**src/rtl/memory_access_stage.sv**
```systemverilog
// Pipeline M stage: latches execute results, runs one data-memory access per
// load/store over a req/gnt/rvalid bus, and aligns/extends returned load data.
module memory_access_stage #(
  parameter int unsigned TIMEOUT = 255
) (
  input  logic        clk,
  input  logic        rst,
  input  logic        e_to_m_valid,
  output logic        m_allow_in,
  output logic        m_to_w_valid,
  input  logic        w_allow_in,
  input  logic [31:0] E_valE,
  input  logic [31:0] E_val2,
  input  logic [6:0]  E_opcode,
  input  logic [2:0]  e_func3,
  input  logic [4:0]  E_rd,
  input  logic [31:0] E_pc,
  input  logic [31:0] E_instr,
  input  logic        E_commit,
  output logic        m_valid,
  output logic [31:0] M_valE,
  output logic [31:0] M_valM,
  output logic [4:0]  M_rd,
  output logic [6:0]  M_opcode,
  output logic [31:0] M_pc,
  output logic [31:0] M_instr,
  output logic        M_commit,
  output logic        M_misalign,
  output logic        M_bus_err,
  output logic        m_load_busy,
  output logic        dmem_req,
  output logic        dmem_we,
  output logic [31:0] dmem_addr,
  output logic [31:0] dmem_wdata,
  output logic [3:0]  dmem_wstrb,
  input  logic        dmem_gnt,
  input  logic        dmem_rvalid,
  input  logic [31:0] dmem_rdata
);

  localparam logic [6:0]        OP_LOAD  = 7'b0000011;
  localparam logic [6:0]        OP_STORE = 7'b0100011;
  localparam int unsigned       CNT_W    = (TIMEOUT > 1) ? $clog2(TIMEOUT) : 1;
  localparam logic [CNT_W-1:0]  CNT_LAST = CNT_W'(TIMEOUT - 1);
  localparam bit                TMO_EN   = (TIMEOUT != 32'd0);

  typedef enum logic [1:0] {S_IDLE, S_REQ, S_WAIT, S_DONE} state_e;

  state_e            state_q, state_d, cap_state;
  logic              m_valid_q, m_valid_d;
  logic [31:0]       m_vale_q, m_vale_d, m_valm_q, m_valm_d;
  logic [4:0]        m_rd_q, m_rd_d;
  logic [6:0]        m_opcode_q, m_opcode_d;
  logic [31:0]       m_pc_q, m_pc_d, m_instr_q, m_instr_d;
  logic              m_commit_q, m_commit_d;
  logic [2:0]        m_func3_q, m_func3_d;
  logic              m_misalign_q, m_misalign_d, m_bus_err_q, m_bus_err_d;
  logic [31:0]       wdata_q, wdata_d;
  logic [3:0]        wstrb_q, wstrb_d;
  logic [CNT_W-1:0]  cnt_q, cnt_d;

  logic        e_is_load, e_is_store, e_is_mem, e_misalign, capture;
  logic        m_is_load, m_is_store, m_is_mem, m_ready_go, tmo_hit, tmo_fire;
  logic [31:0] st_wdata, ld_data;
  logic [3:0]  st_wstrb;
  logic [7:0]  ld_byte;
  logic [15:0] ld_half;

  assign m_is_load  = (m_opcode_q == OP_LOAD);
  assign m_is_store = (m_opcode_q == OP_STORE);
  assign m_is_mem   = m_is_load | m_is_store;

  // Decode the incoming instruction and pick the state it enters on capture
  always_comb begin : e_decode
    e_is_load  = (E_opcode == OP_LOAD);
    e_is_store = (E_opcode == OP_STORE);
    e_is_mem   = e_is_load | e_is_store;
    e_misalign = e_is_mem & (((e_func3[1:0] == 2'b01) & E_valE[0]) |
                             (e_func3[1] & (E_valE[1:0] != 2'b00)));
    cap_state  = S_IDLE;
    if (e_is_mem) cap_state = e_misalign ? S_DONE : S_REQ;
  end

  // Store lane replication and byte enables, frozen at capture
  always_comb begin : st_lane
    st_wdata = E_val2;
    st_wstrb = 4'b1111;
    case (e_func3[1:0])
      2'b00: begin
        st_wdata = {4{E_val2[7:0]}};
        st_wstrb = 4'b0001 << E_valE[1:0];
      end
      2'b01: begin
        st_wdata = {2{E_val2[15:0]}};
        st_wstrb = 4'b0011 << {E_valE[1], 1'b0};
      end
      default: ;
    endcase
    if (!e_is_store) st_wstrb = 4'b0000;
  end

  always_comb begin : ld_align
    ld_byte = dmem_rdata[{m_vale_q[1:0], 3'b000} +: 8];
    ld_half = m_vale_q[1] ? dmem_rdata[31:16] : dmem_rdata[15:0];
    ld_data = dmem_rdata;
    case (m_func3_q[1:0])
      2'b00:   ld_data = m_func3_q[2] ? {24'b0, ld_byte} : {{24{ld_byte[7]}}, ld_byte};
      2'b01:   ld_data = m_func3_q[2] ? {16'b0, ld_half} : {{16{ld_half[15]}}, ld_half};
      default: ;
    endcase
  end

  always_ff @(posedge clk or negedge rst) begin : fsm_reg
    if (!rst) state_q <= S_IDLE;
    else      state_q <= state_d;
  end

  always_comb begin : fsm_out
    dmem_req     = (state_q == S_REQ);
    m_ready_go   = m_valid_q & (~m_is_mem | (state_q == S_DONE));
    m_allow_in   = ~m_valid_q | (m_ready_go & w_allow_in);
    m_to_w_valid = m_ready_go;
    m_load_busy  = m_valid_q & m_is_load & (state_q != S_DONE);
    capture      = m_allow_in & e_to_m_valid;
    tmo_hit      = TMO_EN & (cnt_q == CNT_LAST);
    tmo_fire     = tmo_hit & (((state_q == S_REQ) & ~dmem_gnt) |
                              ((state_q == S_WAIT) & ~dmem_rvalid));
  end

  // Handoff to writeback overrides the bus sequence; REQ/WAIT never accept
  always_comb begin : fsm_next
    state_d = state_q;
    if (m_allow_in) begin
      state_d = capture ? cap_state : S_IDLE;
    end else begin
      case (state_q)
        S_REQ: begin
          if (dmem_gnt)     state_d = m_is_store ? S_DONE : S_WAIT;
          else if (tmo_hit) state_d = S_DONE;
        end
        S_WAIT:  if (dmem_rvalid || tmo_hit) state_d = S_DONE;
        default: ;
      endcase
    end
  end

  always_comb begin : dp_next
    m_valid_d    = m_valid_q;
    m_vale_d     = m_vale_q;
    m_valm_d     = m_valm_q;
    m_rd_d       = m_rd_q;
    m_opcode_d   = m_opcode_q;
    m_pc_d       = m_pc_q;
    m_instr_d    = m_instr_q;
    m_commit_d   = m_commit_q;
    m_func3_d    = m_func3_q;
    m_misalign_d = m_misalign_q;
    m_bus_err_d  = m_bus_err_q;
    wdata_d      = wdata_q;
    wstrb_d      = wstrb_q;
    cnt_d        = cnt_q;
    if (m_allow_in) m_valid_d = e_to_m_valid;
    if (capture) begin
      m_vale_d     = E_valE;
      m_valm_d     = 32'd0;
      m_rd_d       = E_rd;
      m_opcode_d   = E_opcode;
      m_pc_d       = E_pc;
      m_instr_d    = E_instr;
      m_commit_d   = E_commit;
      m_func3_d    = e_func3;
      m_misalign_d = e_misalign;
      m_bus_err_d  = 1'b0;
      wdata_d      = st_wdata;
      wstrb_d      = st_wstrb;
    end
    if ((state_q == S_WAIT) && dmem_rvalid) m_valm_d = ld_data;
    if (tmo_fire) m_bus_err_d = 1'b1;
    if ((state_d == S_REQ) && (state_q != S_REQ))
      cnt_d = '0;
    else if ((state_q == S_REQ) || (state_q == S_WAIT))
      cnt_d = cnt_q + CNT_W'(1);
  end

  always_ff @(posedge clk or negedge rst) begin : dp_reg
    if (!rst) begin
      m_valid_q    <= 1'b0;
      m_vale_q     <= '0;
      m_valm_q     <= '0;
      m_rd_q       <= '0;
      m_opcode_q   <= '0;
      m_pc_q       <= '0;
      m_instr_q    <= '0;
      m_commit_q   <= 1'b0;
      m_func3_q    <= '0;
      m_misalign_q <= 1'b0;
      m_bus_err_q  <= 1'b0;
      wdata_q      <= '0;
      wstrb_q      <= '0;
      cnt_q        <= '0;
    end else begin
      m_valid_q    <= m_valid_d;
      m_vale_q     <= m_vale_d;
      m_valm_q     <= m_valm_d;
      m_rd_q       <= m_rd_d;
      m_opcode_q   <= m_opcode_d;
      m_pc_q       <= m_pc_d;
      m_instr_q    <= m_instr_d;
      m_commit_q   <= m_commit_d;
      m_func3_q    <= m_func3_d;
      m_misalign_q <= m_misalign_d;
      m_bus_err_q  <= m_bus_err_d;
      wdata_q      <= wdata_d;
      wstrb_q      <= wstrb_d;
      cnt_q        <= cnt_d;
    end
  end

  assign m_valid    = m_valid_q;
  assign M_valE     = m_vale_q;
  assign M_valM     = m_valm_q;
  assign M_rd       = m_rd_q;
  assign M_opcode   = m_opcode_q;
  assign M_pc       = m_pc_q;
  assign M_instr    = m_instr_q;
  assign M_commit   = m_commit_q;
  assign M_misalign = m_misalign_q;
  assign M_bus_err  = m_bus_err_q;
  assign dmem_we    = m_is_store;
  assign dmem_addr  = {m_vale_q[31:2], 2'b00};
  assign dmem_wdata = wdata_q;
  assign dmem_wstrb = wstrb_q;

endmodule

```
**config.mk**
```make
export PLATFORM = sky130hd
export DESIGN_NAME = memory_access_stage
export DESIGN_NICKNAME = d
export VERILOG_FILES = /design/src/rtl/memory_access_stage.sv
export SDC_FILE = /design/constraint.sdc
export NUM_CORES = 1
export LEC_CHECK = 0
export ABC_CLOCK_PERIOD_IN_PS = 5200
export BUFFER_PORTS_ARGS = -buffer_cell sky130_fd_sc_hd__buf_4
export CAP_MARGIN = 0
export CORE_AREA = 8 8 147 149
export DETAILED_ROUTE_END_ITERATION = 10
export DIE_AREA = 0 0 155 157
export GPL_TIMING_DRIVEN = 1
export MAX_ROUTING_LAYER = met4
export PLACE_DENSITY = 0.77
export SKIP_CTS_REPAIR_TIMING = 1
export SYNTH_ARGS = -nofsm -noshare
export SYNTH_HDL_FRONTEND = slang
export SYNTH_SLANG_ARGS = --single-unit
```
**constraint.sdc**
```tcl
create_clock -name clk -period 5.2 [get_ports clk]
set_input_delay 0.26 -clock clk [delete_from_list [all_inputs] [get_ports clk]]
set_output_delay 0.26 -clock clk [all_outputs]
set_load 0.02 [all_outputs]
```
==> results of run 1 <==
[worst paths after layout]
check	cells past startpoint	endpoint	from	slack [ps]
worst min register to register	2	dmem_wdata[0]	dmem_wdata[0]	480
max in group asynchronous	3	M_instr[18]	rst	3730
worst max register to register	6	M_valM[4]	state_q[1]	2550
worst max-delay path	6	M_valM[4]	state_q[1]	2550
worst min-delay path	3	M_instr[11]	E_instr[11]	10
min in group asynchronous	2	M_valM[21]	rst	440
[registers in the layout (all words and copies together) (netlist names)]
| name | cells |
|---|---|
| cnt_q | 8 |
| dmem_wstrb | 4 |
| m_valid | 1 |
| m_func3_q | 3 |
| state_q | 2 |
| M_pc | 32 |
| M_opcode | 7 |
| M_bus_err | 1 |
| M_valM | 32 |
| M_misalign | 1 |
| dmem_wdata | 32 |
| M_valE | 32 |
| M_commit | 1 |
| M_rd | 5 |
| M_instr | 32 |
[power by group through the flow]
stage	logic [uW]	registers (uW)	clock network, uW
2_1_floorplan	430	2070	0
3_3_place_gp	1160	1880	0
3_5_place_dp	1180	1890	0
4_1_cts	1180	1870	1330
5_1_grt	1260	1900	1400
6_report	1160	1870	1300
[synthesized netlist by cell type, drive strengths merged, types with 2 or more instances]
library cell    n
inv            19
nor3b           2
mux2i          26
nand3          11
nand4           2
nand2         402
nand2b         18
ha              6
a21oi          33
nor2b           5
dfrtp         193
o21ai          48
xor2            6
a221o           9
and3            3
o21ba           2
buf            61
or3             2
nor3            3
a22o           16
a222oi          7
nor2           21
clkbuf         19
[cells by family after synthesis]
logic type,Yosys count
xor+xnor,7
other cells,1
simple gates,474
compound gates,126
buf+inv,99
mux,27
fa+ha+maj,6
flops,193
[cell type report]
class                           count  area [um^2]  area share (%)
Sequential cell                   193         4830            39.9
Multi-Input combinational cell    642         3240            26.7
Clock buffer                       18          439            3.62
Clock inverter                     14          145            1.20
Timing Repair Buffer              404         3060            25.3
Inverter                           19         71.3           0.588
Tap cell                          265          332            2.74
[per-stage QoR]
stage,instance area (um^2),util [%]
after floorplan,8580,-
after global placement,11500,59.8
after detailed placement,11500,59.8
after CTS,12100,62.8
after global routing,12100,63.1
final,12100,63.1
[worst min-delay path, stage by stage]
cell	delay [ps]
buf_4	70
nand2_1	40
nand2_1	40
[layer usage]
layer | routed length (um) | vias up | GRT usage [%]
met1 | 11500 | 3559 | 27.2
met3 | 2580 | 33 | 8.20
li1 | - | 3684 | -
met5 | 0 | - | -
met2 | 14200 | 327 | 38.7
met4 | 743 | 0 | 8.35
==> flow_metrics.env, run 1 <==
export IMPL_run_status="finished, final reports clean"
export IMPL_grt_max_degree=181
export IMPL_nets=1465
export IMPL_holdWs_ps=11.6
export IMPL_htreeDepth=4
export IMPL_layout_min_cycle_time_ps=2650
export IMPL_fmax_mhz=377
export IMPL_setup_viol=0
export IMPL_grt_pass1_wl_um=43800
export IMPL_track_usage_pct=23.9
export IMPL_netSwitchingFraction_pct=34.3
export IMPL_yosysUniqueCellTypes=50
export IMPL_power_uw=4330
export IMPL_tritoncts="yes"
export IMPL_final_common_cell="nand2_1"
export IMPL_yosysSeqAreaShare_pct=56.3
export IMPL_synth_top_area_share_pct=56.3
export IMPL_crit_path_end_kind="flip-flop"
export IMPL_ys_ff_latch=193
export IMPL_synth_edf_count=0
export IMPL_place_ws_ps=2600
export IMPL_syn_inst=933
export IMPL_path_clk_slew_ps=80
export IMPL_layout_common_cells="nand2_1 (401), buf_4 (397), dfrtp_1 (193)"
export IMPL_area_growth_pct=41.3
export IMPL_clock_latency_ps=430
export IMPL_crit_family="simple AND/OR/NAND/NOR gates"
export IMPL_root_buffer="clkbuf_16"
export IMPL_ir_drop_mv=0.213
export IMPL_dpl_cell_count=1518
export IMPL_synth_top_area_cell="dfrtp_1"
export IMPL_initial_core_util_pct=44.6
export IMPL_die_area_um2=24300
export IMPL_synthAdderAreaFrac_pct=0.875
export IMPL_stdcell_count=1555
export IMPL_crit_path_start_kind="flip-flop"
export IMPL_p_clk_share_pct=30.0
export IMPL_clock_sinks=193
export IMPL_synth_compound_area_share_pct=10.2
export IMPL_num_io_pins=399
export IMPL_drv_slew=0
export IMPL_numPortBuffers=396
export IMPL_rows=51
export IMPL_route_detailed_drc=0
export IMPL_power_switching_uw=1490
export IMPL_worstSetupPathType="flip-flop to flip-flop"
export IMPL_cp_slowest_cell="nand2_8"
export IMPL_power_frac_seq_pct=43.2
export IMPL_clockBufferDepth=2
export IMPL_p_int_uw=2840
export IMPL_worst_slew_pin_transition_ps=1240
export IMPL_crit_required_ps=5470
export IMPL_cts_made_buffers=17
export IMPL_setup_tns_ps=0
export IMPL_synthSimpleGateAreaFrac_pct=22.4
export IMPL_num_vias=7603
export IMPL_drive_gt1_share_pct=34.7
export IMPL_drtIter0Drc=423
export IMPL_synth_flop_cell="dfrtp_1"
export IMPL_diodes=0
export IMPL_grt_pass1_vias=7735
export IMPL_cp_arrival_ps=2920
export IMPL_worstPathCellList="ha_1, nor4b_4, a21oi_2, nand2_8, nand3_1, o21ai_0"
export IMPL_hold_viol=0
export IMPL_synthMuxAreaShare_pct=3.30
export IMPL_vias_per_cell=4.89
export IMPL_power_density_nw_per_um2=357
export IMPL_antenna_left=0
export IMPL_netlist_area_um2=8580
export IMPL_slew_headroom_pct=17.5
export IMPL_layout_setup_ws_ps=2550
export IMPL_fillers=1625
export IMPL_synth_top_family_by_area="simple AND/OR/NAND/NOR gates"
export IMPL_synth_xor_area_share_pct=0.715
export IMPL_final_period_utilization_pct=51.0
export IMPL_dp_hpwl_um=21600
export IMPL_combPwrFrac_pct=26.8
export IMPL_overflow=0
export IMPL_die_width_um=155
export IMPL_cap_violations=0
export IMPL_die_h_um=157
export IMPL_drt_total_wl_um=29000
export IMPL_yosysWarnings=0
export IMPL_finClkSkew_ps=15.6
export IMPL_cp_slowest_stage_delay_ps=570
export IMPL_core_area_um2=19200
export IMPL_synth_area_top_cells="dfrtp_1 (56%), nand2_1 (18%), mux2i_1 (3.0%), buf_4 (2.9%), o21ai_0 (2.7%)"
export IMPL_wl_per_cell_um=18.6
export IMPL_path_max_fanout=180
export IMPL_gp_congestion=0.870
export IMPL_synthArstFlopShare_pct=100
export IMPL_critPathBufInv=0
export IMPL_dr_pass1_iters=6
export IMPL_min_path_type="primary input to flip-flop"
export IMPL_p_leak_uw=0.00656
export IMPL_grt_setup_unrepaired="no"
export IMPL_syn_avg_cell_area_um2=9.19
export IMPL_antenna_found_initial=0
Power figures use the tool's default switching activity.
==> run 2, diff against run 1 <==
ABC_AREA = 1   (was default)
ABC_CLOCK_PERIOD_IN_PS = 2700   (was 5200)
CORE_AREA = 8 8 150 152   (was 8 8 147 149)
DIE_AREA = 0 0 158 160   (was 0 0 155 157)
PLACE_DENSITY = 0.75   (was 0.77)
clock period = 2.7 ns   (was 5.2 ns; I/O delays follow)
==> run 2 against run 1 <==
  * The flow now finishes with violations (hold timing)
  * Clock-buffer cell count did not move
  * Global-route usage fell by 0.43 points
  * Utilization rose by 3.9 points
  * Sequential share of layout area fell by 3.9 points
  * Non-clock buffer count rose by 119
  * Clock power rose by 94%
  * Cell count rose by 14%
  * Synthesized area rose by 1.8%
  * Largest cell class unchanged
  * Largest power group unchanged
==> flow_metrics.env, run 2 <==
export IMPL_cap_violations=0
export IMPL_area_growth_pct=53.7
export IMPL_power_density_nw_per_um2=650
export IMPL_tritoncts="yes"
export IMPL_drive_gt1_share_pct=30.7
export IMPL_cp_slowest_cell="dfrtp_1"
export IMPL_grt_setup_unrepaired="no"
export IMPL_holdWs_ps=-11.2
export IMPL_wl_per_cell_um=18.4
export IMPL_htreeDepth=4
export IMPL_final_period_utilization_pct=79.7
export IMPL_antenna_found_initial=1
export IMPL_clockBufferDepth=2
export IMPL_num_vias=8788
export IMPL_holdPathStages=3
export IMPL_grt_pass1_wl_um=45100
export IMPL_power_uw=8720
export IMPL_gp_congestion=0.887
export IMPL_die_area_um2=25300
export IMPL_cp_arrival_ps=2480
export IMPL_ys_ff_latch=193
export IMPL_dpl_cell_count=1624
export IMPL_yosysUniqueCellTypes=39
export IMPL_die_width_um=158
export IMPL_r2r_slack_ps=550
export IMPL_yosysWarnings=0
export IMPL_crit_path_start_kind="flip-flop"
export IMPL_setup_viol=0
export IMPL_grt_pass1_vias=8282
export IMPL_p_leak_uw=0.00724
export IMPL_layout_common_cells="nand2_1 (492), buf_4 (403), dfrtp_1 (193)"
export IMPL_synth_top_area_share_pct=55.3
export IMPL_cp_slowest_stage_delay_ps=420
export IMPL_worstPathCellList="ha_1, inv_1, nand4_1, nand3_4, clkinv_2, buf_12, nand3_1, o21a_1"
export IMPL_antenna_left=0
export IMPL_synth_edf_count=0
export IMPL_r2r_start="state_q[1]"
export IMPL_min_path_type="primary input to flip-flop"
export IMPL_numPortBuffers=396
export IMPL_synthArstFlopShare_pct=100
export IMPL_syn_avg_cell_area_um2=8.50
export IMPL_min_from="dmem_rdata[8]"
export IMPL_overflow=0
export IMPL_cts_made_buffers=17
export IMPL_slew_headroom_pct=50.5
export IMPL_finClkSkew_ps=12.4
export IMPL_rows=52
export IMPL_initial_core_util_pct=43.6
export IMPL_synth_commonest_cells="nand2_1 (492), dfrtp_1 (193), o21ai_0 (68)"
export IMPL_synth_flop_cell="dfrtp_1"
export IMPL_dr_pass1_iters=5
export IMPL_core_area_um2=20000
export IMPL_whs_endpoint="M_valM[8]"
export IMPL_ir_drop_mv=0.406
export IMPL_root_buffer="clkbuf_16"
export IMPL_synth_area_top_cells="dfrtp_1 (55%), nand2_1 (21%), o21ai_0 (3.9%), buf_4 (3.4%), inv_1 (1.8%)"
export IMPL_final_common_cell="nand2_1"
export IMPL_grt_max_degree=129
export IMPL_stdcell_count=1771
export IMPL_vias_per_cell=4.96
export IMPL_route_detailed_drc=0
export IMPL_synth_top_area_cell="dfrtp_1"
export IMPL_drtIter0Drc=587
export IMPL_crit_path_end_kind="flip-flop"
export IMPL_die_h_um=160
export IMPL_worst_slew_pin_transition_ps=742
export IMPL_post_route_util_pct=67.0
export IMPL_setup_tns_ps=0
export IMPL_run_status="complete, but fails checks"
export IMPL_reg2reg_to="dmem_wdata[20]"
export IMPL_syn_inst=1027
export IMPL_path_max_fanout=128
export IMPL_netlist_area_um2=8730
export IMPL_place_ws_ps=635
export IMPL_path_clk_slew_ps=80
export IMPL_clock_latency_ps=430
export IMPL_hold_viol=1
export IMPL_nets=1676
export IMPL_crit_required_ps=3020
export IMPL_drt_total_wl_um=32600
export IMPL_num_io_pins=399
export IMPL_violations="hold timing"
export IMPL_clock_sinks=193
export IMPL_fmax_mhz=465
export IMPL_reg2reg_depth=8
export IMPL_layout_setup_ws_ps=549
export IMPL_synth_most_common_cell="nand2_1"
export IMPL_drv_slew=0
export IMPL_layout_min_cycle_time_ps=2150
export IMPL_track_usage_pct=23.4
export IMPL_yosysSeqAreaShare_pct=55.3
export IMPL_dp_hpwl_um=22200
export IMPL_worstSetupPathType="flip-flop to flip-flop"
## run 2: cell types whose count changed after synthesis, moves of 8 or more
cell and delta:
nand2b_1 -18, a221o_1 -9, o21ai_2 +11, o21ai_0 +21, a22o_1 -16, o21a_1 +8, inv_1 +25, mux2i_1 -12
nand2_1 +91, nand3_1 +11
## run 2: worst max-delay path by stage
stage                     start        endpoint  slack (ps)  depth (start not counted)
floorplan           M_opcode[4]        cnt_q[0]        1050                         10
global placement     state_q[1]  dmem_wdata[18]         750                          8
detailed placement   state_q[1]  dmem_wdata[20]         630                          8
CTS                  state_q[1]  dmem_wdata[20]         630                          8
global route         state_q[1]  dmem_wdata[17]         450                          8
finish               state_q[1]  dmem_wdata[20]         550                          8
## run 2: per-layer routing
| layer | vias to the layer above | GRT usage, % | part of all wire (%) |
|---|---|---|---|
| li1 | 4130 | - | - |
| met1 | 4151 | 27.6 | 38 |
| met2 | 434 | 38.2 | 50 |
| met3 | 73 | 6.34 | 9.2 |
| met4 | 0 | 7.80 | 3.0 |
| met5 | - | - | 0 |
## run 2: per-stage QoR
stage | area [um^2] | hold slack, ps
final | 13400 | -11.2
after global routing | 13400 | 4.44
after CTS | 12300 | -217
after detailed placement | 11700 | 246
after global placement | 11700 | 245
after floorplan | 8730 | -161
## run 2: logic make-up (layout without fill, tap and decap cells)
kind of cell             count (synthesis)  in the layout  share of synthesized area, %
AND/OR/NAND/NOR                        547            547                          24.5
AO/OA/AOI/OAI                          131            131                          9.04
buffers and inverters                  128            600                          7.90
XOR/XNOR                                 7              7                         0.702
flip-flops                             193            193                          55.3
multiplexers                            14             14                          1.61
other                                    1              3                        0.0430
adder cells (fa/ha/maj)                  6              6                         0.860
## run 2: cell type report
class	count	area [um^2]
fillers	1569	6620
repair buffers	523	4270
multi-input cells	707	3220
clock buffers	18	429
inverters	46	174
flip-flops and latches	193	4830
well taps	270	338
diodes	1	2.50
clock inverters	13	153
## run 2: power breakdown
part,internal (uW),switching [uW]
sequential,3260,303
combinational,1100,1530
clock,1310,1210
total,5680,3050
## run 2: worst max-delay path, delay by kind of cell, from the launching register on
kind                     cells  cell delay (ps)
flip-flops                   1              420
AND/OR/NAND/NOR              3              570
buffers and inverters        3              590
AO/OA/AOI/OAI                1              150
adder cells (fa/ha/maj)      1              180
